===== config.mk =====
export PLATFORM = sky130hd
export DESIGN_NAME = stft_mag_sequencer_flat
export DESIGN_NICKNAME = d
export VERILOG_FILES = /design/src/rtl/stft_mag_sequencer_pkg.sv /design/src/rtl/stft_mag_sequencer_if.sv /design/src/rtl/stft_mag_sequencer_l1.sv /design/src/rtl/stft_mag_sequencer.sv /design/src/flat_wrapper.sv
export SDC_FILE = /design/constraint.sdc
export NUM_CORES = 1
export LEC_CHECK = 0
export BUFFER_PORTS_ARGS = -buffer_cell sky130_fd_sc_hd__buf_2
export CAP_MARGIN = 20
export CORE_MARGIN = 2
export CORE_UTILIZATION = 30
export DETAILED_ROUTE_END_ITERATION = 8
export SLEW_MARGIN = 25
export SYNTH_ARGS = -nofsm -noshare
export SYNTH_HDL_FRONTEND = slang
export SYNTH_HIERARCHICAL = 1
export SYNTH_SLANG_ARGS = --single-unit

===== constraint.sdc =====
create_clock -name iCLK -period 2.1 [get_ports iCLK]
set_clock_uncertainty 0.05 [all_clocks]
set_input_delay 0.42 -clock iCLK [delete_from_list [all_inputs] [get_ports iCLK]]
set_output_delay 0.42 -clock iCLK [all_outputs]
set_load 0.01 [all_outputs]

===== src/rtl/stft_mag_sequencer_pkg.sv =====
`default_nettype none
// ============================================================================
//  Module      : stft_mag_sequencer_pkg
//  Description : Shared constants and helper functions for the magnitude
//                stages: clog2, saturating abs, saturating shift-truncate.
//  Revision    : 1.0 - initial release
// ============================================================================
package stft_mag_sequencer_pkg;

    localparam int c_IW_DEF = 16;
    localparam int c_OL_DEF = 10;

    // Smallest r with 2^r >= n (n >= 2 gives r >= 1)
    function automatic int f_clog2(input int n);
        int r;
        r = 0;
        for (int i = 0; i < 31; i++) begin
            if ((1 << i) < n) r = i + 1;
        end
        return r;
    endfunction

    // Absolute value of a w-bit two's complement number (sign-extended to 32
    // bits); the most negative code folds onto the largest positive one.
    function automatic logic [31:0] f_sat_abs(input logic signed [31:0] v, input int w);
        logic signed [31:0] lo;
        lo = -(32'sd1 <<< (w - 1));
        if (v == lo)
            return (32'd1 << (w - 1)) - 32'd1;
        else if (v < 0)
            return $unsigned(-v);
        else
            return $unsigned(v);
    endfunction

    // Logical right shift by sh, then clamp to the largest ol-bit code
    function automatic logic [31:0] f_sat_shift(input logic [31:0] v, input int sh, input int ol);
        logic [31:0] t;
        logic [31:0] mx;
        t  = v >> sh;
        mx = (32'd1 << ol) - 32'd1;
        return (t > mx) ? mx : t;
    endfunction

endpackage
`default_nettype wire


===== src/rtl/stft_mag_sequencer_if.sv =====
`default_nettype none
// ============================================================================
//  Module      : stft_mag_sequencer_if
//  Description : Sample input and accumulator-control output bundle of the
//                STFT magnitude sequencer.
//  Revision    : 1.0 - initial release
// ============================================================================
interface stft_mag_sequencer_if #(
    parameter int IW = 16,
    parameter int OL = 10,
    parameter int GW = 5
);
    logic                 iVALID;
    logic signed [IW-1:0] iRE;
    logic signed [IW-1:0] iIM;
    logic                 iSOF;
    logic [OL-1:0]        oDATA;
    logic                 oCLR;
    logic                 oEN;
    logic [3:0]           oCNT;
    logic [GW-1:0]        oGRP;
    logic                 oFRAME_DONE;
    logic                 oSYNC_ERR;

    modport master (
        output iVALID, iRE, iIM, iSOF,
        input  oDATA, oCLR, oEN, oCNT, oGRP, oFRAME_DONE, oSYNC_ERR
    );

    modport slave (
        input  iVALID, iRE, iIM, iSOF,
        output oDATA, oCLR, oEN, oCNT, oGRP, oFRAME_DONE, oSYNC_ERR
    );
endinterface
`default_nettype wire


===== src/rtl/stft_mag_sequencer_l1.sv =====
`default_nettype none
// ============================================================================
//  Module      : stft_mag_l1
//  Description : Two-stage L1 magnitude datapath: |re|,|im| then sum, shift
//                and saturate, with a matching valid pipe.
//  Revision    : 1.0 - initial release
// ============================================================================
module stft_mag_l1
    import stft_mag_sequencer_pkg::*;
#(
    parameter int IW    = c_IW_DEF,
    parameter int OL    = c_OL_DEF,
    parameter int SHIFT = 7
) (
    input  wire logic                 i_clk,
    input  wire logic                 i_rst,
    input  wire logic                 i_valid,
    input  wire logic signed [IW-1:0] i_re,
    input  wire logic signed [IW-1:0] i_im,
    output logic                      o_valid,
    output logic [OL-1:0]             o_data
);

    logic [IW-2:0] w_abs_re;
    logic [IW-2:0] w_abs_im;
    logic [IW-1:0] w_sum;
    logic [OL-1:0] w_scaled;

    logic [IW-2:0] r_abs_re;
    logic [IW-2:0] r_abs_im;
    logic          r_v1;
    logic [OL-1:0] r_data;
    logic          r_v2;

    assign w_abs_re = (IW-1)'(f_sat_abs(32'(i_re), IW));
    assign w_abs_im = (IW-1)'(f_sat_abs(32'(i_im), IW));
    // Two (IW-1)-bit magnitudes always fit in IW bits
    assign w_sum    = {1'b0, r_abs_re} + {1'b0, r_abs_im};
    assign w_scaled = OL'(f_sat_shift(32'(w_sum), SHIFT, OL));

    // Stage 1: register the saturated magnitudes of both components
    always_ff @(posedge i_clk) begin
        if (i_rst) begin
            r_abs_re <= '0;
            r_abs_im <= '0;
            r_v1     <= 1'b0;
        end else begin
            r_abs_re <= w_abs_re;
            r_abs_im <= w_abs_im;
            r_v1     <= i_valid;
        end
    end

    // Stage 2: register the scaled and clamped sum
    always_ff @(posedge i_clk) begin
        if (i_rst) begin
            r_data <= '0;
            r_v2   <= 1'b0;
        end else begin
            r_data <= w_scaled;
            r_v2   <= r_v1;
        end
    end

    assign o_valid = r_v2;
    assign o_data  = r_data;

endmodule
`default_nettype wire


===== src/rtl/stft_mag_sequencer.sv =====
`default_nettype none
// ============================================================================
//  Module      : stft_mag_sequencer
//  Description : L1 magnitude stage with accumulator control generation:
//                sample/group counting, frame-done and resync error flags.
//  Revision    : 1.0 - initial release
// ============================================================================
module stft_mag_sequencer
    import stft_mag_sequencer_pkg::*;
#(
    parameter int IW     = c_IW_DEF,
    parameter int OL     = c_OL_DEF,
    parameter int END    = 9,
    parameter int GROUPS = 32,
    parameter int SHIFT  = 7
) (
    input  wire logic           iCLK,
    input  wire logic           iRST,
    stft_mag_sequencer_if.slave bus
);

    localparam int              c_GW       = f_clog2(GROUPS);
    localparam logic [c_GW-1:0] c_GRP_LAST = c_GW'(GROUPS - 1);
    localparam logic [3:0]      c_CNT_LAST = 4'(END);

    logic            w_l1_valid;
    logic [OL-1:0]   w_l1_data;

    logic [3:0]      r_cnt;
    logic [c_GW-1:0] r_grp;
    logic            w_at_origin;
    logic [3:0]      w_smp_cnt;
    logic [c_GW-1:0] w_smp_grp;
    logic            w_smp_err;
    logic            w_last;
    logic [3:0]      w_nxt_cnt;
    logic [c_GW-1:0] w_nxt_grp;

    logic            r_sv1;
    logic [3:0]      r_cnt1;
    logic [c_GW-1:0] r_grp1;
    logic            r_err1;
    logic [3:0]      r_cnt2;
    logic [c_GW-1:0] r_grp2;
    logic            r_err2;

    stft_mag_l1 #(
        .IW    (IW),
        .OL    (OL),
        .SHIFT (SHIFT)
    ) u_l1 (
        .i_clk   (iCLK),
        .i_rst   (iRST),
        .i_valid (bus.iVALID),
        .i_re    (bus.iRE),
        .i_im    (bus.iIM),
        .o_valid (w_l1_valid),
        .o_data  (w_l1_data)
    );

    // Position of the incoming sample; SOF forces the origin and flags a
    // resync whenever the counters were not already sitting there.
    assign w_at_origin = (r_cnt == 4'd0) && (r_grp == '0);
    assign w_smp_cnt   = bus.iSOF ? 4'd0 : r_cnt;
    assign w_smp_grp   = bus.iSOF ? '0   : r_grp;
    assign w_smp_err   = bus.iSOF && !w_at_origin;
    assign w_last      = (w_smp_cnt == c_CNT_LAST);
    assign w_nxt_cnt   = w_last ? 4'd0 : w_smp_cnt + 4'd1;
    assign w_nxt_grp   = !w_last                  ? w_smp_grp :
                         (w_smp_grp == c_GRP_LAST) ? '0        :
                                                     w_smp_grp + c_GW'(1);

    // Sample/group counters advance only on accepted input samples
    always_ff @(posedge iCLK) begin
        if (iRST) begin
            r_cnt <= 4'd0;
            r_grp <= '0;
        end else if (bus.iVALID) begin
            r_cnt <= w_nxt_cnt;
            r_grp <= w_nxt_grp;
        end
    end

    // Side-band delay, stage 1: capture the sample's position with its data
    always_ff @(posedge iCLK) begin
        if (iRST) begin
            r_sv1  <= 1'b0;
            r_cnt1 <= 4'd0;
            r_grp1 <= '0;
            r_err1 <= 1'b0;
        end else begin
            r_sv1 <= bus.iVALID;
            if (bus.iVALID) begin
                r_cnt1 <= w_smp_cnt;
                r_grp1 <= w_smp_grp;
                r_err1 <= w_smp_err;
            end
        end
    end

    // Side-band delay, stage 2: loads only on valid so the group index holds
    // across bubbles
    always_ff @(posedge iCLK) begin
        if (iRST) begin
            r_cnt2 <= 4'd0;
            r_grp2 <= '0;
            r_err2 <= 1'b0;
        end else if (r_sv1) begin
            r_cnt2 <= r_cnt1;
            r_grp2 <= r_grp1;
            r_err2 <= r_err1;
        end
    end

    // Accumulator control decode; idle cycles present count 0 and no strobes
    always_comb begin
        bus.oDATA       = w_l1_data;
        bus.oGRP        = r_grp2;
        bus.oCLR        = 1'b0;
        bus.oEN         = 1'b0;
        bus.oCNT        = 4'd0;
        bus.oFRAME_DONE = 1'b0;
        bus.oSYNC_ERR   = 1'b0;
        if (w_l1_valid) begin
            bus.oCLR        = (r_cnt2 == 4'd0);
            bus.oEN         = (r_cnt2 != 4'd0);
            bus.oCNT        = r_cnt2;
            bus.oFRAME_DONE = (r_cnt2 == c_CNT_LAST) && (r_grp2 == c_GRP_LAST) && !r_err2;
            bus.oSYNC_ERR   = r_err2;
        end
    end

endmodule
`default_nettype wire


===== src/flat_wrapper.sv =====
// flat-port wrapper written by rule: the top's interface ports become plain ports
module stft_mag_sequencer_flat import stft_mag_sequencer_pkg::*;
#(
    parameter int IW     = c_IW_DEF,
    parameter int OL     = c_OL_DEF,
    parameter int END    = 9,
    parameter int GROUPS = 32,
    parameter int SHIFT  = 7
)
  (iCLK, iRST, bus_iVALID, bus_iRE, bus_iIM, bus_iSOF, bus_oDATA, bus_oCLR, bus_oEN, bus_oCNT, bus_oGRP, bus_oFRAME_DONE, bus_oSYNC_ERR);
  stft_mag_sequencer_if #(.IW(IW), .OL(OL)) bus_i ();
  input  wire logic iCLK;
  input  wire logic iRST;
  input wire logic [$bits(bus_i.iVALID)-1:0] bus_iVALID;
  input wire logic [$bits(bus_i.iRE)-1:0] bus_iRE;
  input wire logic [$bits(bus_i.iIM)-1:0] bus_iIM;
  input wire logic [$bits(bus_i.iSOF)-1:0] bus_iSOF;
  output wire logic [$bits(bus_i.oDATA)-1:0] bus_oDATA;
  output wire logic [$bits(bus_i.oCLR)-1:0] bus_oCLR;
  output wire logic [$bits(bus_i.oEN)-1:0] bus_oEN;
  output wire logic [$bits(bus_i.oCNT)-1:0] bus_oCNT;
  output wire logic [$bits(bus_i.oGRP)-1:0] bus_oGRP;
  output wire logic [$bits(bus_i.oFRAME_DONE)-1:0] bus_oFRAME_DONE;
  output wire logic [$bits(bus_i.oSYNC_ERR)-1:0] bus_oSYNC_ERR;
  assign bus_i.iVALID = bus_iVALID;
  assign bus_i.iRE = bus_iRE;
  assign bus_i.iIM = bus_iIM;
  assign bus_i.iSOF = bus_iSOF;
  assign bus_oDATA = bus_i.oDATA;
  assign bus_oCLR = bus_i.oCLR;
  assign bus_oEN = bus_i.oEN;
  assign bus_oCNT = bus_i.oCNT;
  assign bus_oGRP = bus_i.oGRP;
  assign bus_oFRAME_DONE = bus_i.oFRAME_DONE;
  assign bus_oSYNC_ERR = bus_i.oSYNC_ERR;
  stft_mag_sequencer #(.IW(IW), .OL(OL), .END(END), .GROUPS(GROUPS), .SHIFT(SHIFT)) u_core (.iCLK(iCLK), .iRST(iRST), .bus(bus_i));
endmodule

### Word-level counts from Yosys, hierarchy flattened

Cells that the tools add are included.

| word-level totals | value |
|---|---|
| register bits | 71 |
| latch bits | 0 |
| memory bits (writable) | 0 |
| ROM bits | 0 |
| output and inout port bits | 23 |
| memories | 0 |

| cells by class | value |
|---|---|
| add/sub/neg operators | 5 |
| multiply operators | 0 |
| div/mod/pow operators | 0 |
| magnitude comparators | 3 |
| equal/unequal tests | 6 |
| shift-type cells | 0 |
| mux-type cells | 15 |
| bitwise logic cells | 0 |
| reductions and logical operators | 10 |

Operators by type and width:

| operator | count |
|---|---|
| two-way mux 15 bit | 4 |
| == test 16 bit (second input constant) | 2 |
| < comparator 16 x 1 -> 1 bit (second input constant) | 2 |
| negation 15 bit | 2 |
| adder 15 x 15 -> 16 bit | 1 |
| two-way mux 5 bit | 3 |
| two-way mux 4 bit | 3 |
| == test 5 bit (second input constant) | 2 |
| greater-than comparator 9 x 10 -> 1 bit (second input constant) | 1 |
| two-way mux 10 bit | 1 |
| == test 4 bit (second input constant) | 2 |
| zero test 4 bit | 2 |
| adder 5 x 1 -> 5 bit (second input constant) | 1 |
| zero test 5 bit | 1 |
| adder 4 x 1 -> 4 bit (second input constant) | 1 |
| logical AND 1 bit | 4 |
| two-way mux 1 bit | 4 |
| nonzero test 4 bit | 1 |
| zero test 1 bit | 2 |

### Depth between registers and ports, before layout

| logic depth | value |
|---|---|
| word-level depth | 4 |
| gate-level depth with buffers | 7 |

### By module

The synthesis kept the hierarchy.

Modules (own cells, without submodules):

| module | instances | cells an instance | area each (um^2) |
|---|---|---|---|
| stft_mag_l1 | 1 | 251 | 2245.9 |
| stft_mag_sequencer | 1 | 155 | 1403.8 |

### Least setup slack after synthesis

Ideal clock, no wire load.

| timing | value |
|---|---|
| kind | input -> register |
| start | input bus_iRE[0] |
| end | register u_core.u_l1.r_abs_re[1] |
| setup time | 71 ps |
| arrival time | 1988 ps |
| setup slack | -8 ps |
| stages | 7 |
| buffers on the path | 1 |
| cell sequence | inv_1 > ha_1 > nor4b_1 > nand4b_1 > or4_1 > clkbuf_1 > a21oi_1 |

| between the ends | value |
|---|---|
| cells in the longest elaborated chain, start to end | 3 |
| elaborated cells between the ends (all ways) | 5 |
| classes of those cells | add/sub: 1; order compare: 1; eq/ne: 1; mux: 2 |

RTL lines:

| element | line | text |
|---|---|---|
| start, declared | flat_wrapper.sv:15 | `input wire logic [$bits(bus_i.iRE)-1:0] bus_iRE;` |
| negation 15 bit / < comparator 16 x 1 -> 1 bit (equally long branches) | stft_mag_sequencer_pkg.sv:31, stft_mag_sequencer_pkg.sv:30 |  |
| two-way mux 15 bit | stft_mag_sequencer_pkg.sv:30 | `else if (v < 0)` |
| two-way mux 15 bit (*) | stft_mag_sequencer_pkg.sv:28 | `if (v == lo)` |
| end signal, assigned | stft_mag_sequencer_l1.sv:48 | `r_abs_re <= w_abs_re;` |
| end, declared | stft_mag_sequencer_l1.sv:29 | `logic [IW-2:0] r_abs_re;` |

Every way passes the cells marked *; elsewhere a longest branch is shown, timed or not.
A chain may end at the register's enable or synchronous reset.

### Worst setup path in the final report

| timing | value |
|---|---|
| start | input bus_iRE[1] |
| end | register u_core.u_l1.r_abs_re[9] |

Same word-level chain as after synthesis.

==> results.md <==
* Fin worst setup slack at 0.152 ns
* Rows at 40
* Chip width at 114 µm
* Post-layout util at 37.6%
* Slew @ Worst Pin at 0.585 ns
* P_leak at 1.94 nW
* Nets at 528
* Slew Viols, Final at 0
* Slowest CP cell: or4b_1
* Area Overhead vs Synth at 23.3%
* Min cycle time layout at 1.95 ns
* Vias in the first global route at 2974
* Post-synth top flop: dfxtp_1
* Synth unique cells at 61
* Die Y at 114 µm
* VDD IR max at 419 µV
* Final GP Congestion at 0.819
* Critical Path Sink Type: flop
* CTS-repair resized insts at 0
* Top cell type by total area after synthesis: dfxtp_1
* Max Cap Viol at 0
* Post-Syn Instances at 406
* Antenna violations before repair at 0
* PD cells at 758 nW/µm²
* Setup Viol. Count Final at 0
* TritonCTS buffer count at 9
* Total GRT Usage at 13.0%
* Ports at 59
* Share of the synthesized area in the top cell type at 38.9%
* ANT nets after route at 0
* Core Box Area at 12000 µm²
* Critical Setup Path Class: primary input to flop
* Postcts setup bufs at 0
* Vias/cell at 5.04
* CTS clk-pin slew, worst paths at 0.05 ns
* CP startpoint: bus_iRE[1]
* Critical Path RT at 2.27 ns
* Pre-CTS worst setup slack at -0.175 ns
* Seq/Total Area, Yosys at 38.9%
* Htree depth at 3
* Largest net degree at the start of global routing at 33
* WL per Instance at 13.1 µm
* Number of synthesized register bits at 71
* First-pass GRT wire length at 13700 µm
* Max Buffers Root-to-Sink at 2
* Post-route DRC at 0
* Worst setup endpoint: u_core/u_l1/r_abs_re[9]$_SDFF_PP0_
* R2R depth at 7
* Clk sinks at 71
* Synth area leaders: dfxtp_1 39%, xor2_1 6.2%, a21oi_1 5.9%
* Dpl hpwl at 6220 µm
* Worst flop-to-flop path endpoint: u_core/u_l1/o_data[4]$_SDFF_PP0_
* Share of post-route cells with drive strength above 1 at 21.0%
* Post-synthesis cell area at 3650 µm²
* Worst Path Max Fanout at 4
* Number of synthesized flops with an enable pin at 0
* Die footprint at 13100 µm²
* Status: finished, final reports clean
* Final Cycle Share at 92.8%
* Worst setup SP type: primary input
* Initial Util at 30.5%
* F_max at 513 MHz
* ANT cells at 0
* Vias at 3157
* Worst-path cell chain: buf_2 > or3_1 > or4b_1 > o31ai_1 > xor2_1 > a21oi_1
* 1st-iter DRT viols at 162
* Worst path max stage delay at 0.60 ns
* Filler Cells Inserted at 1219
* Post-synth ARST share at 0%
* Hold Path Class: primary input to flop
* CTS Hold Bufs at 0
* Reg2reg setup slack at 0.15 ns
* Port Buf Inserts at 57
* Root Buffer: clkbuf_16
* CTS tree: yes
* FF-to-FF Start: u_core/u_l1/r_abs_re[5]$_SDFF_PP0_
* CP Data Arrival Time at 2.11 ns
* Synthesized net count at 459
* Fin. Hold Viols at 0
* Remaining Overflow, GRT at 0
* Total wire length at 8190 µm
* Pre-antenna DRT Iters at 4
* Synth warnings at 6
* Slew HR at 61.0%
* Clock Latency Late Sink at 0.33 ns
* Syn_area_per_cell at 8.99 µm²
-- Yosys cell counts, types with 8 or more instances --
library cell / instances
a21oi_1: 43
o21ai_0: 14
clkbuf_1: 13
ha_1: 17
nand2_1: 19
xor2_1: 26
mux2i_1: 15
o31ai_1: 10
dfxtp_1: 71
nor2b_1: 14
nand2b_1: 13
nor2_1: 36
nand3_1: 8
inv_1: 8
-- cell type report --
cell class | instances | area (µm²) | share of cell area [%]
Multi-Input combinational cell | 308 | 2130 | 47.2
Sequential cell | 71 | 1420 | 31.6
Timing Repair Buffer | 77 | 448 | 9.95
Clock buffer | 13 | 250 | 5.56
Tap cell | 147 | 184 | 4.09
Clock inverter | 3 | 42.5 | 0.945
Inverter | 8 | 30.0 | 0.667
-- registers in the layout, indices dropped and copies added (netlist names) --
signal and flops:
u_core/bus.oGRP 5, u_core/r_cnt 4, u_core/r_cnt1 4, u_core/r_cnt2 4
u_core/r_err1 1, u_core/r_err2 1, u_core/r_grp 5, u_core/r_grp1 5
u_core/r_sv1 1, u_core/u_l1/o_data 9, u_core/u_l1/o_valid 1, u_core/u_l1/r_abs_im 15
u_core/u_l1/r_abs_re 15, u_core/u_l1/r_v1 1
-- critical path, delay by kind of cell --
family / cells / cell delay (ns)
buf+inv: 1 / 0.11
simple gates: 2 / 0.98
compound gates: 2 / 0.40
xor+xnor: 1 / 0.20
-- worst min-delay path by stage --
stage                           startpoint  slack (ns)                                   to  depth (start not counted)
4_1_cts                        bus_iIM[12]        0.30  u_core/u_l1/r_abs_im[12]$_SDFF_PP0_                          2
3_5_place_dp   u_core/u_l1/r_v1$_SDFF_PP0_        0.38       u_core/u_l1/o_valid$_SDFF_PP0_                          1
2_1_floorplan  u_core/u_l1/r_v1$_SDFF_PP0_        0.36       u_core/u_l1/o_valid$_SDFF_PP0_                          1
6_report                       bus_iIM[12]        0.32  u_core/u_l1/r_abs_im[12]$_SDFF_PP0_                          2
5_1_grt                        bus_iRE[12]        0.34  u_core/u_l1/r_abs_re[12]$_SDFF_PP0_                          2
3_3_place_gp   u_core/u_l1/r_v1$_SDFF_PP0_        0.37       u_core/u_l1/o_valid$_SDFF_PP0_                          1
-- layer usage --
layer | vias to the layer above | share of wire, % | global-route usage, %
met5 | - | 0 | 0
met4 | 0 | 0.85 | 3.41
met1 | 1468 | 46 | 15.6
met3 | 7 | 4.3 | 3.49
li1 | 1613 | - | -
met2 | 69 | 49 | 22.8
-- kinds of logic (layout without fill, tap and decap cells) --
group	count (synthesis)	count (layout)	synth area share (%)
and+or+nand+nor	139	139	21.9
AOI/OAI and AO/OA	106	106	18.5
DFF	71	71	38.9
xor gates and xnor gates	29	29	6.96
buffers and inverters	27	101	3.33
adders and majority gates	17	17	5.83
muxes	16	16	4.42
other	1	1	0.103
-- cell usage in the layout, fill, tap and decap left out, drive strengths merged, types with 3 or more instances in the layout --
master  Yosys  layout
buf         6      77
dfxtp      71      71
a21oi      43      43
nor2       36      36
xor2       26      26
nand2      19      19
ha         17      17
mux2i      15      15
nor2b      14      14
o21ai      14      14
nand2b     13      13
clkbuf     13      13
o31ai      10      10
nand3       8       8
inv         8       8
and2        7       7
a21o        7       7
nor3        5       5
nand3b      5       5
or4         5       5
o21bai      4       4
or3         4       4
a221oi      4       4
and4b       3       3
nor4        3       3
o311ai      3       3
xnor2       3       3
a311oi      3       3
-- report_power, final --
group | leakage (nW) | internal, W | switching, W
sequential | 0.584 | 0.00142 | 0.0000373
clock | 0.140 | 0.000950 | 0.000531
combinational | 1.21 | 0.000211 | 0.000259
-- through the flow --
stage | TNS (ns) | area, µm² | hold WS [ns] | cells | power (W)
after floorplan | 0 | 3660 | 0.364 | 406 | 0.00177
after global routing | -0.0142 | 4500 | 0.335 | 627 | 0.00357
after detailed placement | -1.11 | 4200 | 0.380 | 611 | 0.00196
final | 0 | 4500 | 0.315 | 627 | 0.00341
after global placement | -0.464 | 4200 | 0.373 | 611 | 0.00195
after CTS | 0 | 4490 | 0.298 | 627 | 0.00344
Note: power is estimated with default switching activity, not from simulation.
